[src/rtl/bus_split_fifo_pkg.sv]
// Shared constants and helpers for the 48+64-bit merged bus.
// The merge side uses the same widths, so both ends agree on the {A, B} layout.
package bus_split_fifo_pkg;

    localparam int unsigned BUS_A_W = 48;
    localparam int unsigned BUS_B_W = 64;
    localparam int unsigned BUS_W   = BUS_A_W + BUS_B_W;

    typedef struct packed {
        logic [BUS_A_W-1:0] a;
        logic [BUS_B_W-1:0] b;
    } bus_fields_t;

    // A sits in the upper bits, B in the lower bits.
    function automatic bus_fields_t split_word(input logic [BUS_W-1:0] word);
        bus_fields_t fields;
        fields.a = word[BUS_W-1:BUS_B_W];
        fields.b = word[BUS_B_W-1:0];
        return fields;
    endfunction

endpackage

[src/rtl/bus_fifo_core.sv]
// Generic DEPTH x W FIFO storage with a single push/pop interface.
// The head word is read combinationally; the storage array itself is not reset.
module bus_fifo_core #(
    parameter int unsigned W     = 112,
    parameter int unsigned DEPTH = 4,
    localparam int unsigned PW   = $clog2(DEPTH),
    localparam int unsigned CW   = PW + 1
) (
    input  logic          clk,
    input  logic          reset,
    input  logic          push,
    input  logic          pop,
    input  logic [W-1:0]  wdata,
    output logic [W-1:0]  head,
    output logic          full,
    output logic          empty,
    output logic [CW-1:0] level
);

    logic [W-1:0]  mem [DEPTH];
    logic [PW-1:0] wr_ptr_q, wr_ptr_d;
    logic [PW-1:0] rd_ptr_q, rd_ptr_d;
    logic [CW-1:0] count_q, count_d;
    logic          push_ok;
    logic          pop_ok;

    assign full    = (count_q == CW'(DEPTH));
    assign empty   = (count_q == '0);
    assign level   = count_q;
    assign head    = mem[rd_ptr_q];

    // Guards keep the pointers consistent even if a caller misbehaves.
    assign push_ok = push & ~full;
    assign pop_ok  = pop & ~empty;

    always_comb begin
        wr_ptr_d = wr_ptr_q;
        rd_ptr_d = rd_ptr_q;
        count_d  = count_q;
        if (push_ok) begin
            wr_ptr_d = wr_ptr_q + PW'(1);
        end
        if (pop_ok) begin
            rd_ptr_d = rd_ptr_q + PW'(1);
        end
        unique case ({push_ok, pop_ok})
            2'b10:   count_d = count_q + CW'(1);
            2'b01:   count_d = count_q - CW'(1);
            default: count_d = count_q;
        endcase
    end

    always_ff @(posedge clk or posedge reset) begin
        if (reset) begin
            wr_ptr_q <= '0;
            rd_ptr_q <= '0;
            count_q  <= '0;
        end else begin
            wr_ptr_q <= wr_ptr_d;
            rd_ptr_q <= rd_ptr_d;
            count_q  <= count_d;
        end
    end

    always_ff @(posedge clk) begin
        if (push_ok) begin
            mem[wr_ptr_q] <= wdata;
        end
    end

endmodule

[src/rtl/bus_split_fifo.sv]
// Buffers merged {A, B} words and forks the head word onto two independent
// valid/ready channels; the word pops once both of its fields have been taken.
module bus_split_fifo
    import bus_split_fifo_pkg::*;
#(
    parameter int unsigned A_W   = BUS_A_W,
    parameter int unsigned B_W   = BUS_B_W,
    parameter int unsigned DEPTH = 4,
    localparam int unsigned LW   = $clog2(DEPTH) + 1
) (
    input  logic             clk,
    input  logic             reset,
    input  logic             in_valid,
    output logic             in_ready,
    input  logic [A_W+B_W-1:0] in_data,
    output logic             a_valid,
    input  logic             a_ready,
    output logic [A_W-1:0]   a_data,
    output logic             b_valid,
    input  logic             b_ready,
    output logic [B_W-1:0]   b_data,
    output logic [LW-1:0]    level
);

    logic [A_W+B_W-1:0] head;
    logic               full;
    logic               empty;
    logic               push;
    logic               pop;
    logic               a_fire;
    logic               b_fire;
    logic               a_done_q, a_done_d;
    logic               b_done_q, b_done_d;

    bus_fifo_core #(
        .W     (A_W + B_W),
        .DEPTH (DEPTH)
    ) u_core (
        .clk   (clk),
        .reset (reset),
        .push  (push),
        .pop   (pop),
        .wdata (in_data),
        .head  (head),
        .full  (full),
        .empty (empty),
        .level (level)
    );

    // Ready comes from registered state only: a same-cycle pop never frees a slot.
    assign in_ready = ~full & ~reset;
    assign push     = in_valid & in_ready;

    assign a_valid  = ~empty & ~a_done_q;
    assign b_valid  = ~empty & ~b_done_q;
    assign a_fire   = a_valid & a_ready;
    assign b_fire   = b_valid & b_ready;
    assign pop      = (a_done_q | a_fire) & (b_done_q | b_fire);

    if (A_W == BUS_A_W && B_W == BUS_B_W) begin : g_pkg_split
        bus_fields_t fields;
        assign fields = split_word(head);
        assign a_data = fields.a;
        assign b_data = fields.b;
    end else begin : g_param_split
        assign a_data = head[A_W+B_W-1:B_W];
        assign b_data = head[B_W-1:0];
    end

    always_comb begin
        a_done_d = a_done_q;
        b_done_d = b_done_q;
        if (pop) begin
            a_done_d = 1'b0;
            b_done_d = 1'b0;
        end else begin
            if (a_fire) begin
                a_done_d = 1'b1;
            end
            if (b_fire) begin
                b_done_d = 1'b1;
            end
        end
    end

    always_ff @(posedge clk or posedge reset) begin
        if (reset) begin
            a_done_q <= 1'b0;
            b_done_q <= 1'b0;
        end else begin
            a_done_q <= a_done_d;
            b_done_q <= b_done_d;
        end
    end

endmodule

[config.mk]
export PLATFORM = sky130hd
export DESIGN_NAME = bus_split_fifo
export DESIGN_NICKNAME = d
export VERILOG_FILES = /design/src/rtl/bus_split_fifo_pkg.sv /design/src/rtl/bus_fifo_core.sv /design/src/rtl/bus_split_fifo.sv
export SDC_FILE = /design/constraint.sdc
export NUM_CORES = 1
export LEC_CHECK = 0
export BUFFER_PORTS_ARGS = -buffer_cell sky130_fd_sc_hd__buf_2
export CAP_MARGIN = 10
export CELL_PAD_IN_SITES_DETAIL_PLACEMENT = 0
export CELL_PAD_IN_SITES_GLOBAL_PLACEMENT = 1
export CORE_MARGIN = 1
export CORE_UTILIZATION = 50
export DETAILED_ROUTE_END_ITERATION = 10
export PLACE_DENSITY_LB_ADDON = 0.1
export SLEW_MARGIN = 20
export SYNTH_ARGS = -nofsm -noshare
export SYNTH_HDL_FRONTEND = slang
export SYNTH_SLANG_ARGS = --single-unit
[constraint.sdc]
create_clock -name clk -period 10.4 [get_ports clk]
set_clock_uncertainty 0.05 [all_clocks]
set_input_delay 0.52 -clock clk [delete_from_list [all_inputs] [get_ports clk]]
set_output_delay 0.52 -clock clk [all_outputs]
set_load 0.1 [all_outputs]
==> impl_metrics.ini <==
[cts]
post_cts_buffers = 0
cts_resized = 0
cts_buffer_depth = 3
clk_pin_slew_ps = 60
numCtsBuffers = 45
htreeDepth = 2
clkLatencyLatePin_ps = 530
root_buffer = clkbuf_16
cts_tree = built
cts_sinks = 457

[global_routing]
grt_antenna_before_repair = 10
grt_pass1_vias = 8075
grt-ovfl-total = 0
gr-usage-all-layers_pct = 18.7
grt_pass1_wl_um = 46700
grt_start_max_net_pins = 75

[logic_synthesis]
seq_area_frac_synth_pct = 82.0
syn_area_per_cell_um2 = 26.2
synthCells = 636
synth-seq-cells = 457
synthTopCellsByArea = edfxtp_1 81%, mux4_2 15%, dfrtp_1 1.4%
yosys.area.top_type = edfxtp_1
yosysUniqueCellTypes = 26
synth_top_area_share_pct = 80.7
syn-num-nets = 759
ys_warn_count = 0
netlist_area_um2 = 16700

[setup_path]
end_kind = primary output
r2r_slack_ps = 7410
r2r.worst_path.cells = 4
worstPathArrival_ps = 3680
cp-endpoint = a_data[11]
setup.worst_path.start_class = flip-flop
cp_max_fo = 53
critPathKind = reg -> out
crit_path_start = u_core.rd_ptr_q[0]
r2r-start = u_core.level[0]
cp.required_ps = 9830
worst_r2r_endpoint = u_core.mem[1][76]

[flow_run]
cap_violations = 0

[floorplan]
rows = 66
die_h_um = 185
io_pins = 235
core_um2 = 32700
die_w_um = 185
start_util_pct = 51.0
dieArea_um2 = 34100

[timing]
setup-tns-final_ps = 0
final-setup-viol-count = 0
maxSlewViolCount = 0
hold_viol = 0
grt_setup_unrepaired = no
max_freq_mhz = 235
holdWs_ps = 148
layout_min_cycle_time_ps = 4250
min_period_over_period_pct = 40.9
slew_headroom_pct = 27.4
worstMarginPinSlew_ps = 1090

[place]
gp_congestion = 0.760
numPortBuffers = 234
hpwl_um = 18600

[hold_path]
whs_path_depth = 1
hp-class = in -> reg

[status]
status = finished clean

[drt]
drc_errors = 0
ant_nets = 0
firstDrtPassIters = 5
drtIter0Drc = 527
drt_wl_total_um = 31000
dr_total_vias = 7516
wl_per_cell_um = 22.5
vias_per_cell = 5.45

[layout]
fin_nets = 1023
synthToLayoutAreaGrowth_pct = 18.3
layout_commonest_cell = edfxtp_1
final_cell_mix = 448 x edfxtp_1, 234 x buf_2, 112 x mux4_2, 47 x clkbuf_16, 12 x clkinv_1
drive_above_1_share_pct = 45.2
## worst max-delay path, cell delays in order (launching register included)
cell and delay [ps]:
dfrtp_4 850, buf_6 670, buf_4 630, mux4_2 610, buf_2 310
## Yosys cell counts
library cell / count
buf_4: 1
and2_1: 4
o22ai_1: 1
buf_1: 1
a21oi_2: 1
mux2_2: 1
mux2i_1: 1
dfrtp_1: 9
xor2_1: 4
a21oi_1: 3
edfxtp_1: 448
fa_1: 1
nor2_1: 5
buf_2: 13
nor2b_1: 2
clkbuf_1: 3
inv_1: 7
buf_8: 1
xnor2_1: 2
nor3b_1: 1
buf_6: 7
nand2b_1: 1
ha_1: 5
mux4_2: 112
nor3_1: 1
or3_1: 1
## kinds of logic (layout without fill, tap and decap cells)
kind of cell             Yosys count  after routing  synth area share (%)
AO/OA/AOI/OAI                      5              5                 0.180
flip-flops                       457            457                  82.0
adder cells (fa/ha/maj)            6              6                 0.495
multiplexers                     114            114                  15.3
AND/OR/NAND/NOR                   15             15                 0.488
buffers and inverters             33            331                  1.25
other                              0              4                     0
XOR/XNOR                           6              6                 0.315
## repair_timing
| action | 4_1_cts | 5_1_grt |
|---|---|---|
| hold buffers | 1 | 0 |
| hold endpoints to repair | 9 | 0 |
| setup endpoints to repair | 0 | 0 |
## per-layer routing
metal	vias up	routed length [um]	global-route usage [%]
met4	12	632	4.76
met1	3932	12700	24.5
met2	245	15200	30.6
met3	58	2430	5.77
li1	3269	-	-
met5	-	76	0
## state kept, by name (all words and copies together), names as in the netlist
register and cells:
u_core.mem 448, u_core.level 3, u_core.rd_ptr_q 2, u_core.wr_ptr_q 2
a_done_q 1, b_done_q 1
## worst min path at each step
| stage | startpoint | endpoint | slack (ps) |
|---|---|---|---|
| 2_1_floorplan | reset | a_done_q | 300 |
| 3_3_place_gp | reset | b_done_q | 450 |
| 3_5_place_dp | reset | b_done_q | 480 |
| 4_1_cts | in_data[97] | u_core.mem[2][97] | 120 |
| 5_1_grt | in_data[89] | u_core.mem[2][89] | 130 |
| 6_report | in_data[18] | u_core.mem[3][18] | 150 |
## metrics by stage
stage          setup slack [ps]  util (%)  cell area (um^2)  std cells
4_1_cts                    5670      60.2             19700       1375
3_3_place_gp               6290      55.9             18300       1293
6_report                   6150      60.3             19700       1380
3_5_place_dp               6250      55.9             18300       1293
2_1_floorplan              5790         -             16700        636
5_1_grt                    5790      60.3             19700       1376
## area by class of cell
type	count	area [um^2]
flip-flops and latches	457	13700
fillers	2369	13000
multi-input cells	146	2800
repair buffers	243	1270
clock buffers	56	1210
well taps	442	553
clock inverters	25	166
inverters	7	26.3
diodes	4	10.0
Power is not shown: default switching activity piles up to over one toggle a cycle in this logic, so the estimate is an artifact.
